[src/rtl/imem_loader_pkg.sv]
// ============================================================================
// Module : imem_loader_pkg
// Brief  : Shared types and constants for the instruction-memory loader.
// Rev    : 1.0  initial release
// ============================================================================
`default_nettype none

package imem_loader_pkg;

    localparam int BYTES_PER_WORD = 4;
    localparam int COUNT_W        = 16;

    typedef enum logic [2:0] {
        S_IDLE   = 3'd0,
        S_CNT_HI = 3'd1,
        S_CNT_LO = 3'd2,
        S_DATA   = 3'd3,
        S_WRITE  = 3'd4,
        S_CHECK  = 3'd5,
        S_DONE   = 3'd6,
        S_ERROR  = 3'd7
    } state_t;

endpackage

`default_nettype wire

[src/rtl/imem_byte_packer.sv]
// ============================================================================
// Module : imem_byte_packer
// Brief  : Packs a byte stream into big-endian 32-bit words (first byte MSB).
// Rev    : 1.0  initial release
// ============================================================================
`default_nettype none

module imem_byte_packer
    import imem_loader_pkg::*;
(
    input  logic        clk,
    input  logic        reset,
    input  logic        clear,
    input  logic        shift_en,
    input  logic [7:0]  byte_in,
    output logic [31:0] word,
    output logic        word_full
);

    logic [31:0] r_word;
    logic [1:0]  r_byte_idx;

    // Combinational so the FSM can leave DATA on the same edge the 4th byte lands
    assign word_full = shift_en && (r_byte_idx == 2'(BYTES_PER_WORD - 1));
    assign word      = r_word;

    always_ff @(posedge clk or negedge reset) begin
        if (!reset) begin
            r_word     <= 32'd0;
            r_byte_idx <= 2'd0;
        end else if (clear) begin
            r_byte_idx <= 2'd0;
        end else if (shift_en) begin
            r_word     <= {r_word[23:0], byte_in};
            r_byte_idx <= r_byte_idx + 2'd1;
        end
    end

endmodule

`default_nettype wire

[src/rtl/imem_loader.sv]
// ============================================================================
// Module : imem_loader
// Brief  : Framed byte-stream loader for instruction memory; holds the CPU
//          in reset until the image is in. IMEM_LOADER_CHECKSUM_EN adds a
//          trailing XOR checksum byte.
// Rev    : 1.0  initial release
// ============================================================================
`default_nettype none

module imem_loader
    import imem_loader_pkg::*;
#(
    parameter int ADDR_W    = 8,
    parameter int BASE_ADDR = 0
) (
    input  logic              clk,
    input  logic              reset,
    input  logic              start,
    input  logic              in_valid,
    input  logic [7:0]        in_data,
    output logic              in_ready,
    output logic              mem_we,
    output logic [ADDR_W-1:0] mem_addr,
    output logic [31:0]       mem_wdata,
    output logic              cpu_hold,
    output logic              busy,
    output logic              done,
    output logic              error
);

    localparam logic [16:0] c_capacity = 17'(1) << ADDR_W;
    localparam logic [16:0] c_base     = 17'(BASE_ADDR);

    state_t              r_state;
    state_t              w_next;
    logic                w_start;
    logic                w_accept;
    logic                w_word_full;
    logic [COUNT_W-1:0]  w_count;
    logic [16:0]         w_sum;
    logic [7:0]          r_count_hi;
    logic [COUNT_W-1:0]  r_words_left;
    logic [ADDR_W-1:0]   r_addr;
    logic                r_in_ready;
    logic                r_mem_we;
    logic                r_cpu_hold;
    logic                r_busy;
    logic                r_done;
    logic                r_error;
`ifdef IMEM_LOADER_CHECKSUM_EN
    logic [7:0]          r_csum;
`endif

    assign w_accept = in_valid && r_in_ready;
    assign w_count  = {r_count_hi, in_data};
    assign w_sum    = c_base + {1'b0, w_count};

    imem_byte_packer u_packer (
        .clk       (clk),
        .reset     (reset),
        .clear     (w_start),
        .shift_en  (w_accept && (r_state == S_DATA)),
        .byte_in   (in_data),
        .word      (mem_wdata),
        .word_full (w_word_full)
    );

    always_ff @(posedge clk or negedge reset) begin
        if (!reset) r_state <= S_IDLE;
        else        r_state <= w_next;
    end

    always_comb begin
        w_next  = r_state;
        w_start = 1'b0;
        case (r_state)
            S_IDLE, S_DONE, S_ERROR: begin
                if (start) begin
                    w_next  = S_CNT_HI;
                    w_start = 1'b1;
                end
            end
            S_CNT_HI: if (w_accept) w_next = S_CNT_LO;
            S_CNT_LO: begin
                if (w_accept) begin
                    if (w_count == '0)            w_next = S_CHECK;
                    else if (w_sum > c_capacity) w_next = S_ERROR;
                    else                         w_next = S_DATA;
                end
            end
            S_DATA:  if (w_word_full) w_next = S_WRITE;
            S_WRITE: w_next = (r_words_left == COUNT_W'(1)) ? S_CHECK : S_DATA;
            S_CHECK: begin
`ifdef IMEM_LOADER_CHECKSUM_EN
                if (w_accept) w_next = (in_data == r_csum) ? S_DONE : S_ERROR;
`else
                w_next = S_DONE;
`endif
            end
            default: w_next = S_IDLE;
        endcase
    end

    // Status outputs are registered off the next state so they line up with it
    always_ff @(posedge clk or negedge reset) begin
        if (!reset) begin
            r_in_ready <= 1'b0;
            r_mem_we   <= 1'b0;
            r_cpu_hold <= 1'b1;
            r_busy     <= 1'b0;
            r_done     <= 1'b0;
            r_error    <= 1'b0;
        end else begin
`ifdef IMEM_LOADER_CHECKSUM_EN
            r_in_ready <= (w_next == S_CNT_HI) || (w_next == S_CNT_LO) ||
                          (w_next == S_DATA)   || (w_next == S_CHECK);
`else
            r_in_ready <= (w_next == S_CNT_HI) || (w_next == S_CNT_LO) ||
                          (w_next == S_DATA);
`endif
            r_mem_we   <= (w_next == S_WRITE);
            r_cpu_hold <= (w_next != S_DONE);
            r_busy     <= (w_next != S_IDLE) && (w_next != S_DONE) && (w_next != S_ERROR);
            r_done     <= (w_next == S_DONE);
            r_error    <= (w_next == S_ERROR);
        end
    end

    always_ff @(posedge clk or negedge reset) begin
        if (!reset) begin
            r_addr       <= ADDR_W'(BASE_ADDR);
            r_count_hi   <= 8'd0;
            r_words_left <= '0;
        end else if (w_start) begin
            r_addr       <= ADDR_W'(BASE_ADDR);
            r_words_left <= '0;
        end else begin
            if (r_state == S_CNT_HI && w_accept) r_count_hi   <= in_data;
            if (r_state == S_CNT_LO && w_accept) r_words_left <= w_count;
            if (r_state == S_WRITE) begin
                r_addr       <= r_addr + ADDR_W'(1);
                r_words_left <= r_words_left - COUNT_W'(1);
            end
        end
    end

`ifdef IMEM_LOADER_CHECKSUM_EN
    // Running XOR over count and data bytes; the trailing byte must match it
    always_ff @(posedge clk or negedge reset) begin
        if (!reset) begin
            r_csum <= 8'd0;
        end else if (w_start) begin
            r_csum <= 8'd0;
        end else if (w_accept && (r_state == S_CNT_HI || r_state == S_CNT_LO ||
                                  r_state == S_DATA)) begin
            r_csum <= r_csum ^ in_data;
        end
    end
`endif

    assign in_ready = r_in_ready;
    assign mem_we   = r_mem_we;
    assign mem_addr = r_addr;
    assign cpu_hold = r_cpu_hold;
    assign busy     = r_busy;
    assign done     = r_done;
    assign error    = r_error;

endmodule

`default_nettype wire

[config.mk]
export PLATFORM = sky130hd
export DESIGN_NAME = imem_loader
export DESIGN_NICKNAME = d
export VERILOG_FILES = /design/src/rtl/imem_loader_pkg.sv /design/src/rtl/imem_byte_packer.sv /design/src/rtl/imem_loader.sv
export SDC_FILE = /design/constraint.sdc
export NUM_CORES = 1
export LEC_CHECK = 0
export ABC_AREA = 1
export CAP_MARGIN = 20
export CORE_UTILIZATION = 55
export CTS_BUF_LIST = sky130_fd_sc_hd__clkbuf_4 sky130_fd_sc_hd__clkbuf_8 sky130_fd_sc_hd__clkbuf_16
export DETAILED_ROUTE_END_ITERATION = 16
export GPL_TIMING_DRIVEN = 0
export MAX_ROUTING_LAYER = met4
export PLACE_DENSITY_LB_ADDON = 0.3
export SYNTH_ARGS = -nofsm -noshare
export SYNTH_HDL_FRONTEND = slang
export SYNTH_HIERARCHICAL = 1
export SYNTH_SLANG_ARGS = --single-unit
[constraint.sdc]
create_clock -name clk -period 3.5 [get_ports clk]
set_clock_uncertainty 0.15 [all_clocks]
set_input_delay 0.7 -clock clk [delete_from_list [all_inputs] [get_ports clk]]
set_output_delay 0.7 -clock clk [all_outputs]
set_load 0.1 [all_outputs]
==> results of run 1 <==
## final cells by class
cell class	instances	area [µm²]	share of cell area
plain buffers	15	154	0.0319
clock buffers	12	153	0.0316
clock inverters	4	73.8	0.0153
inverters	50	198	0.0409
multi-input cells	342	1660	0.343
flip-flops and latches	75	1880	0.389
well taps	96	120	0.0249
repair buffers	58	596	0.123
## sequential cells by signal (all words and copies together), names as in the netlist
name,count
r_count_hi,8
u_packer/word,32
done,1
in_ready,1
cpu_hold,1
busy,1
mem_addr,8
r_words_left,16
error,1
mem_we,1
u_packer/r_byte_idx,2
r_state,3
## through the flow
| stage | TNS, ns | instances |
|---|---|---|
| finish | 0 | 652 |
| floorplan | 0 | 482 |
| global route | 0 | 652 |
| global placement | -76.80 | 635 |
| CTS | 0 | 652 |
| detailed placement | 0 | 636 |
## cell usage in the layout, fill, tap and decap left out, drive strengths merged
| cell | n |
|---|---|
| nand2 | 146 |
| dfrtp | 74 |
| nor2 | 63 |
| clkdlybuf4s50 | 56 |
| nand3 | 54 |
| inv | 50 |
| o21ai | 37 |
| a21oi | 16 |
| buf | 16 |
| clkbuf | 13 |
| xor2 | 8 |
| nor3 | 5 |
| ha | 4 |
| nand4 | 2 |
| o22ai | 2 |
| bufinv | 2 |
| clkinv | 2 |
| nor3b | 1 |
| o21bai | 1 |
| and3 | 1 |
| a22oi | 1 |
| o211ai | 1 |
| dfstp | 1 |
## per-layer routing
metal,vias up,track usage,wire length [µm],part of all wire
met5,-,-,0,0
met1,1655,0.347,4040,0.44
met2,107,0.431,4350,0.48
met3,18,0.0472,499,0.055
met4,0,0.127,216,0.024
li1,1665,-,-,-
## path summary, 6_finish.rpt
path / endpoint / slack (ns) / from
min in group clk: u_packer/word[31]$_DFFE_PN0P_ / 0.33 / u_packer/word[31]$_DFFE_PN0P_
min reg2reg: u_packer/word[31]$_DFFE_PN0P_ / 0.33 / u_packer/word[31]$_DFFE_PN0P_
max in group asynchronous: u_packer/word[2]$_DFFE_PN0P_ / 2.53 / reset
max reg2reg: busy$_DFF_PN0_ / 1.28 / r_state[2]$_DFF_PN0_
min: r_words_left[11]$_DFFE_PN0P_ / 0.12 / reset
max: cpu_hold / 0.65 / cpu_hold$_DFF_PN1_
## synth_stat cells, types with 2 or more instances
cell type | n | area, µm²
a21oi_1 | 16 | 80.1
buf_12 | 2 | 40.0
buf_4 | 5 | 37.5
buf_6 | 6 | 67.6
dfrtp_1 | 74 | 1850
ha_1 | 4 | 50.1
inv_1 | 43 | 161
inv_2 | 3 | 11.3
inv_4 | 4 | 25.0
nand2_1 | 122 | 458
nand2_2 | 21 | 131
nand2_4 | 2 | 22.5
nand3_1 | 51 | 255
nand3_2 | 3 | 30.0
nand4_1 | 2 | 12.5
nor2_1 | 58 | 218
nor2_2 | 3 | 18.8
nor3_1 | 5 | 25.0
o21ai_0 | 27 | 135
o21ai_1 | 10 | 50.1
o22ai_1 | 2 | 12.5
xor2_1 | 8 | 70.1
## cell families after synthesis
group	Yosys count	synth area share
XOR/XNOR	8	0.0180
AO/OA/AOI/OAI	58	0.0773
buffers and inverters	65	0.0905
AND/OR/NAND/NOR	272	0.318
flip-flops	75	0.483
adder cells (fa/ha/maj)	4	0.0129
## power by group
group	internal (mW)	leakage [nW]	switching (mW)
logic	0.758	1.34	2.21
clock network	0.437	0.117	0.316
registers	1.17	0.970	0.256
==> summary.txt, run 1 <==
Run status
  • Status: finished clean

Setup path
  • Slowest stage cell, crit path: clkdlybuf4s50_1
  • Stages on worst setup path: 1
  • Cell depth of the worst flop-to-flop path: 12
  • CP Capture Type: output port
  • Crit path kind: reg -> out
  • Worst Path Max Fanout: 1
  • Crit-path max cell delay: approximately 1.1 ns
  • Critical path buffer and inverter count: 1
  • CP arrival: 2.00 ns
  • Critical Path, Cell by Cell: clkdlybuf4s50_1
  • Worst path top cell family by delay: buffers and inverters
  • Startpoint Class: flop
  • CP Data Required Time: 2.65 ns

Job
  • Max_cap viols: 0

Finish
  • Fill cells: 544
  • Layout cells sized above 1: 0.129
  • Nets: 567
  • Final Instance Area: 4830 µm²
  • Diode count: 0
  • Core Util, Final: 0.711
  • Area grow syn2layout: 24.2%

STA
  • Crit share post-route: 0.814
  • Slew Limit Fails: 0
  • Final worst slack: 0.650 ns
  • Setup violations, final: 0
  • Fin. Hold Viols: 0
  • Worst slew pin tran: 0.990 ns
  • RSZ-0062 raised after global routing: false
  • Rel. slew slack: 0.338
  • Hold WS: between 0.1 and 0.15 ns
  • Tmin final: about 2.9 ns
  • Fmax: between 300 and 400 MHz

Power
  • Peak supply drop: 591 µV
  • PD cells: about 1100 nW/µm²
  • Leakage: 2.43 nW
  • Total power draw: between 5 and 6 mW

Drt
  • Vias: 3,445
  • Total Wirelength: 9100 µm
  • Mean number of vias per cell: 5.28
  • First-pass DRT Iterations: 4
  • DR WL/cell: 14.0 µm
  • Iteration-0 DRC Markers: 240
  • Antenna Nets Post-Route: 0
  • # DRC: 0

Floorplanning
  • IO Count: between 50 and 60
  • Die Span X: between 80 and 90 µm
  • # rows: 30
  • Starting Density: 0.572
  • Area of the die: 7410 µm²
  • Core Area: 6790 µm²
  • Die H: 86.1 µm

Synth
  • FF+latch count, synth: 75
  • Mapped Cells: 482
  • Yosys warning count: 6
  • Sequential fraction of the synthesis area: 0.483
  • Ys flop type: dfrtp_1
  • Post-synth net total: 498
  • Synthesized area per cell: 8.06 µm²
  • Post-synth cell types: 33
  • Number of synthesized flops with an enable pin: 0
  • Area of the mapped netlist: 3890 µm²
  • Ys async rst share: 1.00

Clocking
  • Cts hold-fix bufs: 0
  • CTS Buffer Depth: 2
  • Clock latency on the worst-skew pair: about 0.35 ns
  • Root Driver: clkbuf_8
  • CTS Buf Count: 9
  • CTS sink count: 75
  • Clk slew on worst S/H paths: 0.07 ns
  • H-tree depth: 3
  • CTS tree: yes
  • Post-CTS setup buffer count: 0
  • # resized after CTS: 0

Placed design
  • Cell Area, Placed: roughly 4600 µm²
  • GPL Wtd Cong: 0.906
  • Input/output buffers: 57
  • Dpl hpwl: 6670 µm
  • Worst slack, placed: ~0.50 ns

Global route
  • GRT overflow: 0
  • Pin count of the biggest net entering global routing: 47
  • Initial antenna violation count: 0
  • GRT Total Usage: 0.274
  • Vias in the first global route: around 3,300
  • First-pass GRT wire length: 15,200 µm

Worst hold path
  • Worst hold path type: in -> async
Power figures use the tool's default switching activity.
==> inputs of run 2 (changes only) <==
Settings changed: CORE_UTILIZATION 55 to 49.
Clock period 3.5 ns to 2.39 ns, I/O delays scaled along.
==> summary.txt, run 2 (synthesis results as in run 1) <==
Setup path
  • Startpoint Class: flop
  • CP Capture Type: output port
  • Critical path buffer and inverter count: 1 (unchanged)
  • Critical Path, Cell by Cell: dlygate4sd2_1
  • Cell depth of the worst flop-to-flop path: 13 (+1)
  • Worst Path Max Fanout: 1 (unchanged)
  • CP arrival: 1.71 ns (-0.29 ns)
  • Worst path top cell family by delay: buffers and inverters
  • Slowest stage cell, crit path: dlygate4sd2_1
  • CP Data Required Time: 1.76 ns (-0.89 ns)
  • Crit path kind: reg -> out
  • Stages on worst setup path: 1 (unchanged)
  • Crit-path max cell delay: 0.84 ns (-0.28 ns)

Floorplanning
  • # rows: 32 (+6.7%)
  • IO Count: 58 (unchanged)
  • Area of the die: 8290 µm² (+12%)
  • Core Area: 7690 µm² (+13%)
  • Die H: 91.1 µm (+5.8%)
  • Die Span X: 91.1 µm (+5.8%)
  • Starting Density: 0.506 (-0.0665)

STA
  • Worst slew pin tran: 0.975 ns (-0.0152 ns)
  • Setup violations, final: 0 (unchanged)
  • Fmax: 428 MHz
  • Crit share post-route: 0.978
  • RSZ-0062 raised after global routing: false
  • Rel. slew slack: 0.353 (+0.0148)
  • Final worst slack: 0.0525 ns (-0.597 ns)
  • Fin. Hold Viols: 0 (unchanged)
  • Tmin final: 2.34 ns
  • Hold WS: 0.329 ns (+0.209 ns)
  • Slew Limit Fails: 0 (unchanged)

Global route
  • Initial antenna violation count: 0 (unchanged)
  • Vias in the first global route: 3,204 (-3.8%)
  • First-pass GRT wire length: 15,100 µm (-0.14%)
  • GRT Total Usage: 0.238 (-0.0363)
  • Pin count of the biggest net entering global routing: 62 (+32%)
  • GRT overflow: 0 (unchanged)

Placed design
  • Input/output buffers: 57 (unchanged)
  • GPL Wtd Cong: 0.959 (+5.9%)
  • Cell Area, Placed: 4610 µm² (+0.19%)
  • Dpl hpwl: 6440 µm (-3.5%)
  • Worst slack, placed: -0.380 ns (-0.880 ns)

Job
  • Max_cap viols: 0 (unchanged)

Drt
  • Mean number of vias per cell: 5.08 (-3.8%)
  • # DRC: 0 (unchanged)
  • Vias: 3,366 (-2.3%)
  • First-pass DRT Iterations: 5 (+1)
  • Total Wirelength: 8880 µm (-2.4%)
  • Antenna Nets Post-Route: 0 (unchanged)
  • DR WL/cell: 13.4 µm (-3.9%)
  • Iteration-0 DRC Markers: 164 (-32%)

Worst hold path
  • Worst Hold Depth: 2
  • Worst hold path type: reg -> reg

Clocking
  • Clock latency on the worst-skew pair: 0.36 ns (about the same)
  • Clk slew on worst S/H paths: 0.08 ns (about the same)
  • CTS Buf Count: 9 (unchanged)
  • CTS tree: yes
  • CTS sink count: 75 (unchanged)
  • Root Driver: clkbuf_8
  • CTS Buffer Depth: 2 (unchanged)
  • H-tree depth: 3 (unchanged)

Finish
  • Core Util, Final: 0.624 (-0.0867)
  • Leading cell types in the layout, fill and taps excluded: nand2_1, dfrtp_1, nor2_1, nand3_1, dlygate4sd2_1
  • Fill cells: 715 (+31%)
  • Diode count: 0 (unchanged)
  • Nets: 571 (+0.71%)
  • Layout cells sized above 1: 0.141 (+0.0116)
  • Area grow syn2layout: 23.4%
  • Commonest non-fill, non-tap cell in the layout: nand2_1
  • Max reg flops: 32 (unchanged)
  • Final Instance Area: 4800 µm² (-0.65%)

Run status
  • Status: finished clean
run 2: cell types whose count changed in the layout (fill, tap and decap cells not counted), moves of 3 or more:
cell and delta:
clkdlybuf4s50_1 -46, clkinvlp_4 +3, dlygate4sd2_1 +46, buf_4 +3
run 2: repair_timing:
action                                  4_1_cts  5_1_grt
hold buffers                                  1        0
resized for setup                            47        2
endpoints found under the hold margin        14        0
endpoints found under the setup margin       47        7
setup buffers                                 0        3
pin swaps                                     0        1
run 2: area by class of cell:
class                   count  area [µm²]  share of cell area
well taps                 102         128              0.0266
plain buffers              15         154              0.0321
clock inverters             6        66.3              0.0138
flip-flops and latches     75        1880               0.392
clock buffers              10         131              0.0274
inverters                  50         198              0.0412
multi-input cells         342        1670               0.348
repair buffers             62         571               0.119
run 2: final timing paths:
kind	startpoint	to	slack (ns)
worst max-delay path	cpu_hold$_DFF_PN1_	cpu_hold	0.05
worst min-delay path	u_packer/word[30]$_DFFE_PN0P_	u_packer/word[30]$_DFFE_PN0P_	0.33
worst max register to register	r_state[2]$_DFF_PN0_	error$_DFF_PN0_	0.38
worst min register to register	u_packer/word[30]$_DFFE_PN0P_	u_packer/word[30]$_DFFE_PN0P_	0.33
max in group asynchronous	reset	cpu_hold$_DFF_PN1_	1.09
min in group asynchronous	reset	mem_addr[1]$_DFFE_PN0P_	0.38
run 2: metal layers:
metal / share of wire / routed length [µm] / track usage / vias up
met3: 0.052 / 464 / 0.0419 / 9
li1: - / - / - / 1680
met1: 0.46 / 4070 / 0.314 / 1597
met5: 0 / 0 / - / -
met2: 0.48 / 4260 / 0.374 / 80
met4: 0.010 / 93 / 0.0780 / 0
run 2: through the flow:
stage               std cells  setup TNS (ns)
floorplan                 482               0
global placement          641         -144.20
detailed placement        642           -2.27
CTS                       659               0
global route              662               0
finish                    662               0
Power of run 2 is left out: the tool's default activity adds up to more than one toggle a clock period on the data nets, which glitch-free logic cannot reach.
